$ cat src/rtl/ext_mem_arbiter.sv
`default_nettype none
// ============================================================================
// ext_mem_arbiter : two-master round-robin sequencer for the external data memory
// Revision 1.0
// ============================================================================
module ext_mem_arbiter #(
   parameter int TIMEOUT = 16,
   parameter int CNT_W   = 8
) (
   input  logic        clk,
   input  logic        rst_n,
   input  logic        m0_req,
   input  logic        m0_wr,
   input  logic [1:0]  m0_size,
   input  logic [15:0] m0_addr,
   input  logic [31:0] m0_wdata,
   output logic        m0_gnt,
   output logic        m0_done,
   output logic        m0_err,
   output logic [31:0] m0_rdata,
   input  logic        m1_req,
   input  logic        m1_wr,
   input  logic [1:0]  m1_size,
   input  logic [15:0] m1_addr,
   input  logic [31:0] m1_wdata,
   output logic        m1_gnt,
   output logic        m1_done,
   output logic        m1_err,
   output logic [31:0] m1_rdata,
   output logic        mem_rd_en,
   output logic        mem_wr_en,
   output logic [1:0]  mem_size,
   output logic [15:0] mem_addr,
   output logic [31:0] mem_wdata,
   input  logic [31:0] mem_rdata,
   input  logic        mem_ready
);

   typedef enum logic [1:0] {
      S_IDLE = 2'd0,
      S_ADDR = 2'd1,
      S_DATA = 2'd2
   } state_t;

   localparam logic [CNT_W-1:0] C_WD_LAST = CNT_W'(TIMEOUT - 1);
   localparam logic [CNT_W-1:0] C_WD_ONE  = CNT_W'(1);

   state_t            state_q, state_d;
   logic              owner_q, owner_d;
   logic              last_q, last_d;
   logic              wr_q, wr_d;
   logic [1:0]        size_q, size_d;
   logic [15:0]       addr_q, addr_d;
   logic [31:0]       wdata_q, wdata_d;
   logic [CNT_W-1:0]  wd_q, wd_d;
   logic [31:0]       rdata0_q, rdata0_d;
   logic [31:0]       rdata1_q, rdata1_d;

   logic              gnt_w;
   logic              sel_w;
   logic              done_w;
   logic              err_w;

   always_comb begin
      state_d  = state_q;
      owner_d  = owner_q;
      last_d   = last_q;
      wr_d     = wr_q;
      size_d   = size_q;
      addr_d   = addr_q;
      wdata_d  = wdata_q;
      wd_d     = wd_q;
      rdata0_d = rdata0_q;
      rdata1_d = rdata1_q;
      gnt_w    = 1'b0;
      sel_w    = 1'b0;
      done_w   = 1'b0;
      err_w    = 1'b0;

      case (state_q)
         S_IDLE: begin
            if (m0_req || m1_req) begin
               gnt_w   = 1'b1;
               // On contention the master that was not served last wins
               sel_w   = (m0_req && m1_req) ? ~last_q : m1_req;
               owner_d = sel_w;
               wr_d    = sel_w ? m1_wr    : m0_wr;
               size_d  = sel_w ? m1_size  : m0_size;
               addr_d  = sel_w ? m1_addr  : m0_addr;
               wdata_d = sel_w ? m1_wdata : m0_wdata;
               wd_d    = '0;
               state_d = S_ADDR;
            end
         end
         S_ADDR: begin
            if (mem_ready) begin
               wd_d    = '0;
               state_d = S_DATA;
            end else if (wd_q == C_WD_LAST) begin
               done_w  = 1'b1;
               err_w   = 1'b1;
               last_d  = owner_q;
               state_d = S_IDLE;
            end else begin
               wd_d = wd_q + C_WD_ONE;
            end
         end
         S_DATA: begin
            // Once the address is accepted the memory must finish; no watchdog here
            if (mem_ready) begin
               done_w  = 1'b1;
               last_d  = owner_q;
               state_d = S_IDLE;
               if (!wr_q) begin
                  if (owner_q) rdata1_d = mem_rdata;
                  else         rdata0_d = mem_rdata;
               end
            end
         end
         default: state_d = S_IDLE;
      endcase
   end

   always_ff @(posedge clk) begin
      if (!rst_n) begin
         state_q  <= S_IDLE;
         owner_q  <= 1'b0;
         last_q   <= 1'b1;   // "m1 served last" so m0 wins the first tie
         wr_q     <= 1'b0;
         size_q   <= 2'd0;
         addr_q   <= 16'd0;
         wdata_q  <= 32'd0;
         wd_q     <= '0;
         rdata0_q <= 32'd0;
         rdata1_q <= 32'd0;
      end else begin
         state_q  <= state_d;
         owner_q  <= owner_d;
         last_q   <= last_d;
         wr_q     <= wr_d;
         size_q   <= size_d;
         addr_q   <= addr_d;
         wdata_q  <= wdata_d;
         wd_q     <= wd_d;
         rdata0_q <= rdata0_d;
         rdata1_q <= rdata1_d;
      end
   end

   // Pulses are masked while reset is held so an abandoned transfer never completes
   assign m0_gnt    = rst_n & gnt_w & ~sel_w;
   assign m1_gnt    = rst_n & gnt_w &  sel_w;
   assign m0_done   = rst_n & done_w & ~owner_q;
   assign m1_done   = rst_n & done_w &  owner_q;
   assign m0_err    = m0_done & err_w;
   assign m1_err    = m1_done & err_w;
   assign m0_rdata  = rdata0_q;
   assign m1_rdata  = rdata1_q;

   assign mem_rd_en = (state_q == S_ADDR);
   assign mem_wr_en = (state_q == S_ADDR) & wr_q;
   assign mem_size  = size_q;
   assign mem_addr  = addr_q;
   assign mem_wdata = wdata_q;

endmodule
`default_nettype wire

$ cat config.mk
export PLATFORM = sky130hd
export DESIGN_NAME = ext_mem_arbiter
export DESIGN_NICKNAME = d
export VERILOG_FILES = /design/src/rtl/ext_mem_arbiter.sv
export SDC_FILE = /design/constraint.sdc
export NUM_CORES = 1
export LEC_CHECK = 0
export CAP_MARGIN = 15
export CORE_ASPECT_RATIO = 0.9
export CORE_MARGIN = 2
export CORE_UTILIZATION = 35
export CTS_CLUSTER_SIZE = 10
export DETAILED_ROUTE_END_ITERATION = 16
export PLACE_DENSITY = 0.85
export SLEW_MARGIN = 20
export SYNTH_ARGS = -nofsm -noshare
export SYNTH_HDL_FRONTEND = slang
export SYNTH_SLANG_ARGS = --single-unit
$ cat constraint.sdc
create_clock -name clk -period 2.53 [get_ports clk]
set_clock_uncertainty 0.05 [all_clocks]
set_input_delay 0.759 -clock clk [delete_from_list [all_inputs] [get_ports clk]]
set_output_delay 0.759 -clock clk [all_outputs]
set_load 0.01 [all_outputs]
[Yosys cells after proc, flatten, opt, wreduce, memory -nomap -nowiden]
Cells that the tools add are included.
Operators by class
  eq/ne operators: 9
  muxes and demuxes: 27
  $add $sub $neg: 1
  reductions and logical operators: 11
  bitwise operators: 13
Operators with widths (count)
  two-way mux 32 bit: 1
  two-way mux 8 bit: 3
  two-way mux 16 bit: 1
  one-hot mux 8 bit (2 select lines): 1
  two-way mux 1 bit: 13
  AND reduction 4 bit: 3
  two-way mux 2 bit: 5
  bitwise AND 1 bit: 9
  adder 8 x 1 -> 8 bit (second input constant): 1
  equality test 8 x 4 -> 1 bit (second input constant): 1
  != test 2 bit (second input constant): 3
  one-hot mux 2 bit (3 select lines): 1
  AND reduction 3 bit: 2
  NOT 1 bit: 4
  one-hot mux 1 bit (2 select lines): 2
  nonzero test 2 bit: 2
  != test 3 x 1 -> 1 bit (second input constant): 1
  != test 3 bit (second input constant): 1
  equality test 2 x 1 -> 1 bit (second input constant): 1
  equality test 2 bit (second input constant): 1
  zero test 2 bit: 1
  != test 2 x 1 -> 1 bit (second input constant): 1
  AND reduction 2 bit: 1
  logical AND 1 bit: 1
  logical OR 1 bit: 1
Storage, ports and cells
  logic and storage cells: 71
  register bits: 127
  output and inout port bits: 122

[Depth between registers and ports, before layout]
  word-level depth: 7
  mapped depth: 8

[Worst setup path before layout]
Ideal clock, no wire load.
  kind: input -> output
  start point: input m1_req
  end point: output m0_gnt
  setup slack: -0.112 ns
  arrival time: 1.833 ns
  required time: 1.721 ns
  buffers on the path: 3
  stages on the path: 6
  cells stage by stage: o21a_1 > clkbuf_1 > clkbuf_1 > clkbuf_1 > nand2_1 > nor2_1
On the way
  word-level cells in the longest chain between the ends: 6
RTL lines
  from (decl): RTL line 21  | input logic m1_req,
  logical AND 1 bit: RTL line 85  | sel_w = (m0_req && m1_req) ? ~last_q : m1_req;
  two-way mux 1 bit: RTL line 85
  two-way mux 1 bit: RTL line 82  | if (m0_req || m1_req) begin
  two-way mux 1 bit: RTL line 80  | case (state_q)
  NOT 1 bit: RTL line 151  | assign m0_gnt = rst_n & gnt_w & ~sel_w;
  bitwise AND 1 bit *: RTL line 151
  to (decl): RTL line 17  | output logic m0_gnt,
Every way passes the cells marked *; elsewhere a longest branch is shown, timed or not.

[Final worst setup path]
  start point: input mem_ready
  end point: output m0_done
On the way
  word-level cells in the longest chain between the ends: 4
RTL lines
  from (decl): RTL line 36  | input logic mem_ready
  two-way mux 1 bit (on tied branches): RTL line 110, 96
  one-hot mux 1 bit (2 select lines) *: RTL line 80
  bitwise AND 1 bit * (2 in a row): RTL line 153  | assign m0_done = rst_n & done_w & ~owner_q;
  to (decl): RTL line 18  | output logic m0_done,
Marked as above.

==> flow_metrics.env <==
export IMPL_outcome="completed"
export IMPL_reg2reg_slack_ns=0.50
export IMPL_timing_rr_start="last_q"
export IMPL_end_kind="primary output"
export IMPL_grt_util_all_layers=0.193
export IMPL_ff2ff_path_depth=6
export IMPL_drv_slew=0
export IMPL_drtAntennaViolNets=0
export IMPL_hold_class="flop to flop"
export IMPL_cts_num_sinks=127
export IMPL_final_seq_area_um2=2540
export IMPL_routed_via_density=4.86
export IMPL_fin_crit_ns=2.44
export IMPL_pwr_share_comb=0.261
export IMPL_critPathTopFamily="buffers and inverters"
export IMPL_ys_ff_latch=127
export IMPL_finalCritPeriodShare=0.966
export IMPL_hold_violations=0
export IMPL_antenna_found_initial=0
export IMPL_dpl_cell_area_um2=8390
export IMPL_vias=5265
export IMPL_num_nets_final=1011
export IMPL_ios=261
export IMPL_cp_max_fo=4
export IMPL_multiInputGateArea_um2=2830
export IMPL_grt_pass1_vias=4951
export IMPL_antenna_cells=0
export IMPL_grt_pass1_wl_mm=25.0
export IMPL_drt_total_wl_mm=16.3
export IMPL_drtIter0Drc=204
export IMPL_dpl_hpwl_mm=11.7
export IMPL_max_clock_freq_mhz=409
export IMPL_route_detailed_drc=0
export IMPL_syn_cell_area_um2=5530
export IMPL_cts_buffer_depth=2
export IMPL_cts_tree="yes"
export IMPL_stdcell_area_um2=9000
export IMPL_tightest_slew_ns=0.944
export IMPL_setup_slack_ns=0.0853
export IMPL_power_density_nw_per_um2=707
export IMPL_dieArea_um2=16800
export IMPL_critical_path_class="primary input to primary output"
export IMPL_required_ns=1.72
export IMPL_h_tree_depth=4
export IMPL_grt_overflow=0
export IMPL_p_switching_mw=1.76
export IMPL_max_stage_delay_ns=0.24
export IMPL_crit_chain="dlygate4sd2_1 > and2b_2 > nand3_4 > a21oi_2 > buf_2"
export IMPL_drive_gt1_frac=0.0874
export IMPL_p_seq_frac=0.369
export IMPL_clk_pin_slew_ns=0.05
export IMPL_p_int_mw=4.60
export IMPL_die_w_um=137
export IMPL_n_fill_cell=1339
export IMPL_synth_area_leader_cell="dfxtp_1"
export IMPL_clk_latency_ns=0.41
export IMPL_final_util=0.583
export IMPL_first_pass_iters=4
export IMPL_synth_edf_count=0
export IMPL_slowest_stage="dlygate4sd2_1"
export IMPL_grt_setup_unrepaired="false"
export IMPL_area_growth_syn_to_layout_pct=62.7
export IMPL_yosysWarnings=0
export IMPL_row_count=43
export IMPL_async_flop_share=0
export IMPL_hold_end="m0_rdata[3]"
export IMPL_ir_worst_vdd_mv=0.510
export IMPL_leakagePower_nw=3.73
export IMPL_ys_types=43
export IMPL_seq_area_frac_synth=0.460
export IMPL_hp_start="m0_rdata[3]"
export IMPL_io_buffers=260
export IMPL_grt_max_degree=104
export IMPL_finalSetupViolCount=0
export IMPL_max_slew_margin_rel=0.371
export IMPL_synth_top_area_frac=0.460
export IMPL_synth_area_top_cells="dfxtp_1 (46%), nand2_1 (13%), mux2i_1 (9.6%), o211a_1 (9.2%), a21boi_0 (6.5%)"
export IMPL_worst_path_buf_inv=2
export IMPL_initial_core_util=0.358
export IMPL_pwr_share_clk=0.370
export IMPL_core_area_um2=15400
export IMPL_sw_frac_of_total=0.277
export IMPL_cap_violations=0
export IMPL_cts_hold_buf=0
export IMPL_worstPathArrival_ns=1.64
export IMPL_syn_avg_cell_area_um2=8.98
export IMPL_fin_hold_ws_ns=0.402
export IMPL_syn_instance_count=616
export IMPL_gp_congestion=0.792
export IMPL_post_place_ws_ns=-0.608
export IMPL_root_buffer="clkbuf_16"
export IMPL_die_h_um=123
export IMPL_wl_per_cell_um=15.1
export IMPL_r2r_end="mem_size[1]"
export IMPL_hold_path_depth=2
export IMPL_cts_buffers=17
export IMPL_syn_num_nets=759
export IMPL_synth_ff_type="dfxtp_1"
export IMPL_start_kind="primary input"
## worst reg2reg max path, delay by kind of cell, from the launching register on
kind / cells / cell delay (ns)
flip-flops: 1 / 0.36
AO/OA/AOI/OAI: 2 / 0.36
AND/OR/NAND/NOR: 1 / 0.09
multiplexers: 1 / 0.35
buffers and inverters: 2 / 0.71
## metal layers
metal	vias up	share of wire	GRT usage	wire (um)
met3	20	0.088	0.0759	1440
met1	2415	0.41	0.215	6690
met2	210	0.48	0.332	7900
li1	2620	-	-	-
met4	0	0.019	0.0716	308
met5	-	0	0	0
## sequential cells by signal, indices dropped and copies added (netlist names)
signal	flops
wr_q	1
state_q	2
mem_addr	16
m0_rdata	32
owner_q	1
mem_wdata	32
m1_rdata	32
last_q	1
mem_size	2
wd_q	8
## logic make-up (layout without fill, tap and decap cells)
family,count (synthesis),in the layout,synth area share
compound gates,144,144,0.216
fa+ha+maj,4,4,0.00905
buf+inv,55,320,0.0419
flops,127,127,0.460
mux,53,53,0.0959
simple gates,233,233,0.177
## synth_stat cells, types with 2 or more instances
| master | n |
|---|---|
| o21ai_0 | 3 |
| a21boi_0 | 48 |
| o21a_1 | 4 |
| o311ai_1 | 2 |
| o21ai_1 | 2 |
| a31oi_1 | 2 |
| ha_1 | 4 |
| a21boi_1 | 19 |
| and3_1 | 3 |
| mux2i_1 | 53 |
| clkbuf_1 | 37 |
| nand2_1 | 192 |
| dfxtp_1 | 127 |
| nor2_1 | 7 |
| a21oi_1 | 7 |
| inv_1 | 4 |
| nor4_1 | 2 |
| nand4_1 | 2 |
| nand3b_1 | 2 |
| nor3_2 | 2 |
| o211a_1 | 51 |
| nand2b_1 | 3 |
| nand3_1 | 7 |
| nor2b_1 | 2 |
| buf_2 | 11 |
| or3_1 | 3 |
## metrics by stage
stage | cells | power, mW | setup TNS, ns
final | 1083 | 6.36 | 0
after global routing | 1083 | 6.66 | 0
after CTS | 1082 | 6.41 | 0
after detailed placement | 1048 | 4.04 | -17.98
after global placement | 1048 | 4.01 | -15.64
after floorplan | 616 | 3.18 | 0
## final cells by class
class,instances,area share
Clock inverter,10,0.0127
Inverter,4,0.00167
Tap cell,202,0.0281
Sequential cell,127,0.283
Timing Repair Buffer,284,0.310
Clock buffer,22,0.0505
Multi-Input combinational cell,434,0.315
## layout by cell type (no fill, tap or decap), types with 5 or more instances in the layout
cell type,synthesis,layout
a21boi_0,48,47
clkdlybuf4s50_1,0,248
a21boi_1,19,19
dfxtp_1,127,126
nand2_1,192,192
nor2_1,7,7
buf_2,11,5
mux2i_1,53,53
a21oi_1,7,5
buf_4,0,23
o211a_1,51,51
nand3_1,7,6
clkbuf_16,0,17
## what timing repair did
| item | 4_1_cts | 5_1_grt |
|---|---|---|
| buffers inserted | 2 | 1 |
| gates resized for setup | 32 | 8 |
| pin swaps | 3 | 2 |
| cloned | 0 | 0 |
| endpoints found under the hold margin | 0 | 0 |
| setup endpoints to repair | 7 | 4 |
## worst max-delay path by stage
stage | from | end | slack (ns) | cells after the start
floorplan | m1_req | m0_gnt | 0.07 | 6
global placement | m0_req | m0_gnt | -0.62 | 5
detailed placement | m0_req | m0_gnt | -0.61 | 5
CTS | state_q[1] | mem_rd_en | 0.03 | 4
global route | state_q[1] | m0_done | 0.01 | 6
finish | mem_ready | m0_done | 0.09 | 5
## power by group through the flow
stage,combinational (mW),clock (mW),sequential (mW)
detailed placement,1.65,0,2.39
floorplan,0.710,0,2.47
global placement,1.63,0,2.38
CTS,1.66,2.40,2.35
finish,1.66,2.35,2.35
global route,1.80,2.49,2.38
No activity file was read; power rests on OpenSTA's default activity.
